<file path="src/rtl/piso_serializer.sv">
// Parallel-in/serial-out stage feeding the 4-bit sipo, with a one-entry holding register.
// Define PISO_MSB_FIRST_EN to shift MSB first; the default build shifts LSB first.
module piso_serializer #(
  parameter int unsigned WIDTH = 4
) (
  input  logic             clk,
  input  logic             rst_n,
  input  logic [WIDTH-1:0] in_data,
  input  logic             in_valid,
  output logic             in_ready,
  output logic             serial_a,
  output logic             shift_a,
  output logic             word_done,
  output logic             busy
);

  localparam int unsigned CntW = $clog2(WIDTH);
  localparam logic [CntW-1:0] LastCnt = CntW'(WIDTH - 1);

  typedef enum logic {StIdle, StShift} state_e;

  state_e           state_q;
  logic [WIDTH-1:0] shreg_q;
  logic [CntW-1:0]  cnt_q;
  logic [WIDTH-1:0] pend_data_q;
  logic             pend_valid_q;

  logic             accept;
  logic [WIDTH-1:0] shreg_shifted;
  logic             head_bit;

`ifdef PISO_MSB_FIRST_EN
  assign shreg_shifted = shreg_q << 1;
  assign head_bit      = shreg_q[WIDTH-1];
`else
  assign shreg_shifted = shreg_q >> 1;
  assign head_bit      = shreg_q[0];
`endif

  // No combinational ready path: a drained slot shows up one cycle later.
  assign in_ready  = !pend_valid_q;
  assign accept    = in_valid && in_ready;
  assign busy      = (state_q == StShift);
  assign shift_a   = busy;
  assign serial_a  = busy && head_bit;
  assign word_done = busy && (cnt_q == LastCnt);

  always_ff @(posedge clk or negedge rst_n) begin
    if (!rst_n) begin
      state_q      <= StIdle;
      shreg_q      <= '0;
      cnt_q        <= '0;
      pend_data_q  <= '0;
      pend_valid_q <= 1'b0;
    end else begin
      unique case (state_q)
        StIdle: begin
          if (accept) begin
            shreg_q <= in_data;
            cnt_q   <= '0;
            state_q <= StShift;
          end
        end
        StShift: begin
          if (cnt_q != LastCnt) begin
            shreg_q <= shreg_shifted;
            cnt_q   <= cnt_q + CntW'(1);
            if (accept) begin
              pend_data_q  <= in_data;
              pend_valid_q <= 1'b1;
            end
          end else if (pend_valid_q) begin
            // Queued word follows with no bubble on shift_a.
            shreg_q      <= pend_data_q;
            pend_valid_q <= 1'b0;
            cnt_q        <= '0;
          end else if (accept) begin
            shreg_q <= in_data;
            cnt_q   <= '0;
          end else begin
            state_q <= StIdle;
            cnt_q   <= '0;
          end
        end
      endcase
    end
  end

endmodule

</file>
<file path="config.mk">
export PLATFORM = sky130hd
export DESIGN_NAME = piso_serializer
export DESIGN_NICKNAME = d
export VERILOG_FILES = /design/src/rtl/piso_serializer.sv
export SDC_FILE = /design/constraint.sdc
export NUM_CORES = 1
export LEC_CHECK = 0
export BUFFER_PORTS_ARGS = -buffer_cell sky130_fd_sc_hd__buf_4
export CORE_ASPECT_RATIO = 0.8
export CORE_MARGIN = 4
export CORE_UTILIZATION = 35
export CTS_CLUSTER_SIZE = 14
export DETAILED_ROUTE_END_ITERATION = 8
export GPL_ROUTABILITY_DRIVEN = 1
export PLACE_DENSITY = 0.54
export SLEW_MARGIN = 15
export SYNTH_ARGS = -nofsm -noshare
export SYNTH_HDL_FRONTEND = slang
export SYNTH_SLANG_ARGS = --single-unit
</file>
<file path="constraint.sdc">
create_clock -name clk -period 2.98 [get_ports clk]
set_clock_uncertainty 0.15 [all_clocks]
set_input_delay 0.596 -clock clk [delete_from_list [all_inputs] [get_ports clk]]
set_output_delay 0.596 -clock clk [all_outputs]
set_load 0.05 [all_outputs]
</file>
==> Word-level counts from Yosys, hierarchy flattened <==
Cells that the tools add are included.
{ "totals": {"reg_bits": 12, "out_inout_bits": 5} }
{ "classes": {"add_sub_neg": 1, "n_eq_ne": 4, "muxes": 13, "n_bitwise": 1, "reduce_logical": 6} }
{ "ops": {"columns": ["op", "n"], "rows": [
  ["two-way mux 4 bit", 3],
  ["one-hot mux 4 bit (2 select lines)", 1],
  ["inequality test 2 bit (second input constant)", 3],
  ["two-way mux 1 bit", 5],
  ["two-way mux 2 bit", 2],
  ["one-hot mux 2 bit (2 select lines)", 1],
  ["logical AND 1 bit", 3],
  ["AND reduction 3 bit", 1],
  ["adder 2 x 1 -> 2 bit (second input constant)", 1],
  ["equality test 2 bit (second input constant)", 1],
  ["one-hot mux 1 bit (2 select lines)", 1],
  ["AND reduction 2 bit", 1],
  ["logical NOT 1 bit", 1],
  ["inverter 1 bit", 1]
]} }

==> Depth between registers and ports, before layout <==
Gate-level depths: netlist of the first run.
{ "logic_depth": {"word_depth": 6, "depth_mapped": 5} }

==> Worst setup path after synthesis of the first run <==
Ideal clock, no wire load.
{ "synth_path": {"path_type": "register -> output", "startpoint": "register state_q (netlist: busy)", "endpoint": "output word_done", "arrival_ps": 1432, "t_required_ps": 2234, "path_slack_ps": 802, "path_stages_with_launch": 3, "n_path_buf": 1, "path_cell_list": "dfrtp_1 clkbuf_1 and2_1"} }
{ "synth_between": {"elab_chain_cells": 1} }
{ "synth_rtl": {"columns": ["element", "line", "source"], "rows": [
  ["from (decl)", "22", "state_e state_q;"],
  ["from (signal assigned)", "50", "state_q <= StIdle;"],
  ["from (signal assigned)", "61", "state_q <= StShift;"],
  ["from (signal assigned)", "81", "state_q <= StIdle;"],
  ["logical AND 1 bit", "46", "assign word_done = busy && (cnt_q == LastCnt);"],
  ["to (decl)", "13", "output logic word_done,"]
]} }
No other way between the ends.

==> Worst setup path after layout of the first run <==
{ "layout_path": {"startpoint": "register cnt_q[0]", "endpoint": "output word_done"} }
{ "layout_between": {"elab_chain_cells": 2} }
{ "layout_rtl": {"columns": ["element", "line", "source"], "rows": [
  ["from (decl)", "24", "logic [CntW-1:0] cnt_q;"],
  ["from (signal assigned)", "67", "cnt_q <= cnt_q + CntW'(1);"],
  ["equality test 2 bit", "46", null],
  ["logical AND 1 bit", "46", null]
]} }
No other way between the ends.

==> impl_metrics.yaml, run 1 <==
sta:
  period_needed_ns: 2.194
  drv_slew: 0
  slew_headroom_pct: 68.60
  setup_tns_ns: 0
  worstMarginPinSlew_ns: 0.4661
  fin_hold_ws_ns: 0.3684
  rsz0062_at_grt: "false"
  post-route-period-util_pct: 73.63
  finalSetupViolCount: 0
  hold_viol_final: 0
  max_freq_mhz: 455.8
route:
  drtAntennaViolNets: 0
  drt_wl_total_mm: 1.099
  drc: 0
  drt-vias-per-instance: 4.852
  drt_iter0_markers: 7
  dr.pass1.iters: 3
  via_count: 427
  wl_per_cell_um: 12.49
place:
  placed_cell_area_um2: 675.6
  place.gp.congestion: 0.6978
  dp_hpwl_um: 786.6
  dp.cells: 83
  io_buffers: 11
job:
  cap_violations: 0
yosys:
  syn_inst: 54
  synth_nets: 62
  netlist_area_um2: 593.1
  yosysWarnings: 0
  yosys.cell_types.count: 22
  yosysSeqAreaShare_pct: 50.63
  avgSynthCellArea_um2: 10.98
  synth.ff_latch_count: 12
layout:
  layout.cells.most_common_list: "dfrtp_1 (12), buf_4 (11), nand2_1 (7)"
  instances_no_fill: 88
  final_common_cell: "dfrtp_1"
  n_antenna_cell: 0
  drive_gt1_share_pct: 31.82
  syn_to_final_growth_pct: 21.73
  finish.instance_area_um2: 721.9
  nNetsFinal: 75
  filler_cell_count: 158
critical_path:
  crit_slowest_cell: "ha_1"
  endpoint_kind: "primary output"
  cp_slowest_stage_delay_ns: 0.40
  crit_chain: "ha_1 -> and2_1 -> buf_4"
  path_class: "register to primary output"
  cp-start-kind: "register"
  worstPathRequired_ns: 2.23
  cp_max_fo: 10
  r2r_slack_ns: 1.29
  worstPathArrival_ns: 1.45
global_route:
  track_usage_pct: 11.52
  grt_max_degree: 16
  grt_pass1_vias: 447
  grt_pass1_wl_mm: 1.987
  grt_overflow: 0
  antenna_found_initial: 0
cts:
  post_cts_buffers: 0
  clockRootBuffer: "clkbuf_4"
  cts_tree: "built"
  cts_buffers: 3
  numClockSinks: 12
  path_clk_slew_ns: 0.08
  clk_path_buf_depth: 2
  insertion_delay_ns: 0.27
  htree_levels: 1
die:
  die_w_um: 54.02
  die_area_mm2: 0.002421
  ios: 12
  die_y_um: 44.82
  row_count: 13
  initial_utilization_pct: 36.83
  core_area_mm2: 0.001610
outcome:
  status: "complete, no violations"
power:
  power_density_mw_per_mm2: 1171
  vdd_drop_max_mv: 0.6253
  power_leakage_nw: 0.3423
worst_hold_path:
  hold_path_class: "register to register"
==> critical path, delay by kind of cell (launching register included) <==
kind,cells,cell delay [ns]
buffers and inverters,1,0.20
flip-flops,1,0.38
AND/OR/NAND/NOR,1,0.20
adder cells (fa/ha/maj),1,0.40
==> cell families after synthesis <==
group / synth area share (%)
compound gates: 12.45
fa+ha+maj: 2.109
buf+inv: 5.907
flops: 50.63
mux: 14.35
simple gates: 14.56
==> cell type report <==
cell class / count / area [um^2] / area share, %
Sequential cell: 12 / 300.3 / 41.59
Inverter: 2 / 7.507 / 1.040
Clock buffer: 4 / 36.28 / 5.026
Timing Repair Buffer: 12 / 92.59 / 12.82
Tap cell: 22 / 27.53 / 3.813
Multi-Input combinational cell: 36 / 257.7 / 35.70
==> sequential cells by signal, indices dropped and copies added (netlist names) <==
name,count
pend_data_q,4
shreg_q,4
cnt_q,2
busy,1
pend_valid_q,1
==> synth_stat cells, drive strengths merged <==
cell	instances	share of area [%]
a21oi	1	0.84
a22oi	3	3.8
and2	2	2.1
and3	1	1.3
buf	3	4.0
clkbuf	1	0.63
dfrtp	12	51
ha	1	2.1
inv	2	1.3
mux2	4	7.6
mux2i	4	6.8
nand2	7	4.4
nand2b	1	1.1
nand4	1	1.1
nor2	1	0.63
nor3	1	2.7
nor3b	1	1.3
o211ai	1	1.3
o21ai	4	3.4
o22ai	3	3.2
==> per-stage QoR <==
| stage | power [mW] | worst slack [ns] | util (%) |
|---|---|---|---|
| global placement | 0.7226 | 1.103 | 41.96 |
| finish | 0.8456 | 0.7860 | 44.83 |
| floorplan | 0.6309 | 0.8024 | - |
| global route | 0.9175 | 0.6801 | 44.83 |
| detailed placement | 0.7212 | 1.066 | 41.96 |
| CTS | 0.8541 | 0.7649 | 44.83 |
==> metal layers <==
metal | global-route usage, % | routed length (um)
met5 | 0 | 0
met3 | 5.941 | 88
met4 | 2.985 | 14
met2 | 15.94 | 411
met1 | 15.80 | 585
==> power breakdown <==
| group | leakage (nW) | switching [mW] | total (mW) | internal (mW) |
|---|---|---|---|---|
| logic | 0.180 | 0.232 | 0.401 | 0.169 |
| clock network | 0.0210 | 0.0548 | 0.129 | 0.0742 |
| registers | 0.141 | 0.0712 | 0.316 | 0.245 |
| total | 0.342 | 0.358 | 0.846 | 0.488 |
==> path summary, 6_finish.rpt <==
check                                    start        endpoint  depth (start not counted)
worst max-delay path                  cnt_q[0]       word_done                          3
worst min register to register  pend_data_q[0]  pend_data_q[0]                          1
max in group asynchronous                rst_n      shreg_q[2]                          2
min in group asynchronous                rst_n        cnt_q[1]                          2
worst max register to register        cnt_q[0]  pend_data_q[3]                          3
worst min-delay path            pend_data_q[0]  pend_data_q[0]                          1
==> repair_timing <==
action                                 in CTS  in global routing
gates resized for setup                     0                  0
hold buffers                                1                  0
endpoints found under the hold margin      11                  0
(Power assumes the default switching activity.)
==> run 2, diff against run 1 <==
Clock period 2.98 ns to 2.25 ns, I/O delays scaled along.
==> run 2 against run 1 <==
Effect of this change:
- sequential cell count did not move
- final area shrank 1.9%
- critical endpoint unchanged
- power is 27% higher
- count of clock-buffer cells in the layout fell by 1
- worst setup slack worse by 0.56 ns
- highest routed layer unchanged
- largest power group unchanged
==> impl_metrics.yaml, run 2 (synthesis gave the netlist of run 1 again) <==
outcome:
  status: "complete, no violations"
place:
  place.gp.congestion: 0.7047
  dp_hpwl_um: 815.7
  io_buffers: 11
  place_ws_ns: 0.5026
critical_path:
  crit_slowest_cell: "ha_1"
  r2r_slack_ns: 0.57
  endpoint_kind: "primary output"
  worstPathRequired_ns: 1.65
  reg2reg_depth: 3
  r2r-start: "cnt_q[0]"
  worstPathArrival_ns: 1.43
  path_class: "register to primary output"
  worst-path-buf-inv: 1
  r2r-end: "pend_data_q[3]"
  cp-start-kind: "register"
  cp_max_fo: 10
  critPathTopFamily: "adder cells"
  crit_chain: "ha_1 -> and2_1 -> buf_4"
  cp_slowest_stage_delay_ns: 0.38
layout:
  nNetsFinal: 75
  n_antenna_cell: 0
  finish.utilization_pct: 43.98
  layout.cells.most_common_list: "dfrtp_1 (12), buf_4 (11), nand2_1 (7)"
  top_regs: "pend_data_q x4, shreg_q x4, cnt_q x2"
  syn_to_final_growth_pct: 19.41
  drive_gt1_share_pct: 30.77
  final_common_cell: "dfrtp_1"
die:
  row_count: 13
  initial_utilization_pct: 36.83
  die_y_um: 44.82
  core_area_mm2: 0.001610
  die_w_um: 54.02
  ios: 12
  die_area_mm2: 0.002421
cts:
  insertion_delay_ns: 0.26
  cts_buffers: 3
  clk_path_buf_depth: 2
  clockRootBuffer: "clkbuf_4"
  path_clk_slew_ns: 0.07
  cts_tree: "built"
  htree_levels: 1
  numClockSinks: 12
  cts_hold_buf: 1
  post_cts_buffers: 0
  post_cts_resized: 0
route:
  drt_wl_total_mm: 1.109
  drtAntennaViolNets: 0
  drc: 0
  via_count: 432
  drt-vias-per-instance: 4.966
  dr.pass1.iters: 4
  wl_per_cell_um: 12.75
  drt_iter0_markers: 4
sta:
  slew_headroom_pct: 69.11
  rsz0062_at_grt: "false"
  finalSetupViolCount: 0
  drv_slew: 0
  setup_ws_ns: 0.2249
  setup_tns_ns: 0
  hold_viol_final: 0
  period_needed_ns: 2.025
  post-route-period-util_pct: 90.01
  worstMarginPinSlew_ns: 0.4585
  max_freq_mhz: 493.8
global_route:
  grt_overflow: 0
  grt_pass1_vias: 419
  grt_pass1_wl_mm: 1.883
  track_usage_pct: 11.11
  grt_max_degree: 16
  antenna_found_initial: 0
job:
  cap_violations: 0
worst_hold_path:
  hold_path_class: "input port to register"
  hold_path_startpoint: "in_data[2]"
  hold_depth: 2
  hold_path_end: "pend_data_q[2]"
power:
  vdd_drop_max_mv: 0.7755
  power_density_mw_per_mm2: 1522
  power_leakage_nw: 0.3351
run 2: final cells by class:
type | instances | area (um^2)
Tap cell | 22 | 27.53
Sequential cell | 12 | 300.3
Fill cell | 156 | 902.1
Inverter | 2 | 7.507
Multi-Input combinational cell | 36 | 257.7
Clock buffer | 3 | 22.52
Timing Repair Buffer | 12 | 92.59
run 2: worst register-to-register path: stages (launching register included):
cell	delay [ns]
dfrtp_1	0.39
ha_1	0.33
nor3_4	0.33
mux2_2	0.37
run 2: stage by stage:
step                total power [mW]  cell area [um^2]  hold slack [ns]  instances
floorplan                     0.8356             593.1         0.004409         54
global placement              0.9558             675.6           0.1511         83
detailed placement            0.9596             675.6           0.1505         83
CTS                            1.096             708.2           0.2673         87
global route                   1.163             708.2           0.2760         87
finish                         1.078             708.2           0.2754         87
run 2: worst max-delay path by stage:
| stage | startpoint | endpoint | cells after the start |
|---|---|---|---|
| floorplan | busy | word_done | 2 |
| global placement | cnt_q[0] | word_done | 3 |
| detailed placement | cnt_q[0] | word_done | 3 |
| CTS | cnt_q[0] | word_done | 3 |
| global route | cnt_q[0] | word_done | 3 |
| finish | cnt_q[0] | word_done | 3 |
run 2: report_power, final:
| group | leakage, nW | switching (mW) | internal, mW |
|---|---|---|---|
| logic | 0.180 | 0.309 | 0.224 |
| clock network | 0.0138 | 0.0659 | 0.0618 |
| registers | 0.141 | 0.0929 | 0.324 |
run 2: per-layer routing:
metal	GRT usage [%]	wire length [um]	part of all wire [%]
met5	0	0	0
met4	1.493	10	0.90
met3	5.941	80	7.2
met2	15.94	431	39
met1	15.21	587	53
==> run 3, diff against run 2 <==
Clock period 2.25 ns to 2 ns, I/O delays scaled along.
==> run 3 against run 2 <==
Effect of this change:
- critical path depth unchanged
- register-to-register slack got worse by 0.16 ns
- critical path type unchanged
- first-iteration DRC count grew 25%
- global-route usage increased by 0.41 points
- power rose by 15%
- count of clock-buffer cells in the layout stayed put
- sequential cell count did not move
- final area grew 1.4%
- combinational power increased by 19%
- sequential share of layout area is 0.59 points lower
- cell count rose by 1.1%
- highest routed layer unchanged
- via count down 1.4%
==> impl_metrics.yaml, run 3 (synthesis gave the netlist of run 1 again) <==
critical_path:
  worstPathArrival_ns: 1.33
  r2r-end: "pend_data_q[2]"
  worstPathRequired_ns: 1.45
  r2r-start: "cnt_q[0]"
  cp_max_fo: 10
  endpoint_kind: "primary output"
  r2r_slack_ns: 0.41
  reg2reg_depth: 3
  cp-start-kind: "register"
  path_class: "register to primary output"
route:
  drt-vias-per-instance: 4.841
  wl_per_cell_um: 12.97
  drc: 0
  dr.pass1.iters: 4
  drtAntennaViolNets: 0
  via_count: 426
  drt_iter0_markers: 5
  drt_wl_total_mm: 1.141
sta:
  hold_viol_final: 0
  rsz0062_at_grt: "false"
  worstMarginPinSlew_ns: 0.4658
  max_freq_mhz: 530.9
  finalSetupViolCount: 0
  drv_slew: 0
  period_needed_ns: 1.884
  setup_tns_ns: 0
  setup_ws_ns: 0.1164
  slew_headroom_pct: 68.62
  post-route-period-util_pct: 94.18
layout:
  syn_to_final_growth_pct: 21.10
  nNetsFinal: 76
  layout.cells.most_common_list: "dfrtp_1 (12), buf_4 (12), nand2_1 (7)"
  finish.utilization_pct: 44.60
  top_regs: "pend_data_q x4, shreg_q x4, cnt_q x2"
  n_antenna_cell: 0
  drive_gt1_share_pct: 33.33
power:
  comb_power_share_pct: 51.4
  p_switching_mw: 0.5350
  intPower_mw: 0.7021
  seqPwrFrac_pct: 36.8
  swShare_pct: 43.24
  power_leakage_nw: 0.3378
  power_density_mw_per_mm2: 1722
  clkPwrFrac_pct: 11.8
  vdd_drop_max_mv: 0.7977
cts:
  cts_buffers: 3
  cts_tree: "built"
  insertion_delay_ns: 0.27
  clk_path_buf_depth: 2
  htree_levels: 1
  numClockSinks: 12
  clockRootBuffer: "clkbuf_4"
  path_clk_slew_ns: 0.07
outcome:
  status: "complete, no violations"
worst_hold_path:
  hold_path_class: "input port to register"
  hold_path_startpoint: "in_data[0]"
  hold_depth: 2
  hold_path_end: "pend_data_q[0]"
die:
  die_area_mm2: 0.002421
  row_count: 13
  core_area_mm2: 0.001610
  die_y_um: 44.82
  die_w_um: 54.02
  ios: 12
  initial_utilization_pct: 36.83
place:
  place_ws_ns: 0.3056
  place.gp.congestion: 0.7115
  io_buffers: 11
  dp_hpwl_um: 842.9
global_route:
  grt_overflow: 0
  track_usage_pct: 11.52
  grt_pass1_vias: 443
  grt_pass1_wl_mm: 2.021
  grt_max_degree: 13
  antenna_found_initial: 0
job:
  cap_violations: 0
run 3: cell types whose count changed in the layout (fill, tap and decap cells not counted):
| cell | before | now |
|---|---|---|
| buf_4 | 11 | 12 |
| ha_2 | 0 | 1 |
| ha_1 | 1 | 0 |
run 3: worst max-delay path by stage:
stage	cells past startpoint	start	slack [ns]	end
after floorplan	2	busy	0.02	word_done
after global placement	3	cnt_q[0]	0.33	pend_data_q[3]
after detailed placement	3	cnt_q[0]	0.31	word_done
after CTS	3	cnt_q[0]	0.001	word_done
after global routing	3	cnt_q[0]	0.04	word_done
final	3	cnt_q[0]	0.12	word_done
run 3: layout make-up:
type	count	area (um^2)
flip-flops and latches	12	300.3
fillers	162	892.1
well taps	22	27.53
inverters	2	7.507
clock buffers	3	22.52
repair buffers	13	100.1
multi-input cells	36	260.3
run 3: what timing repair did:
| item | in CTS | in global routing |
|---|---|---|
| hold buffers | 1 | 0 |
| endpoints found under the hold margin | 12 | 0 |
| setup endpoints to repair | 0 | 1 |
| setup buffers | 0 | 0 |
| gates resized for setup | 0 | 1 |
run 3: power by group through the flow:
stage / clock network, mW / logic (mW) / registers [mW]
2_1_floorplan: 0 / 0.482 / 0.458
3_3_place_gp: 0 / 0.628 / 0.462
3_5_place_dp: 0 / 0.632 / 0.462
4_1_cts: 0.155 / 0.638 / 0.456
5_1_grt: 0.165 / 0.699 / 0.473
6_report: 0.146 / 0.635 / 0.456
run 3: worst max-delay path, stage by stage, from the launching register on:
cell and delay (ns):
dfrtp_1 0.37, ha_2 0.31, and2_1 0.18, buf_4 0.20
run 3: per-layer routing:
metal  vias up  part of all wire (%)  global-route usage (%)  wire [um]
met3         2                   7.6                   4.950         87
li1        219                     -                       -          -
met1       193                    52                   16.22        591
met4         0                  0.70                   1.493          8
met5         -                     0                       0          0
met2        12                    40                   16.91        452
run 3: metrics by stage:
step	power, mW	std cells	hold WS (ns)	instance area [um^2]
final	1.237	88	0.2220	718.2
after global routing	1.337	88	0.2204	718.2
after CTS	1.248	88	0.2160	715.7
after detailed placement	1.094	84	0.1009	683.2
after global placement	1.089	84	0.1034	683.2
after floorplan	0.9401	54	-0.04559	593.1
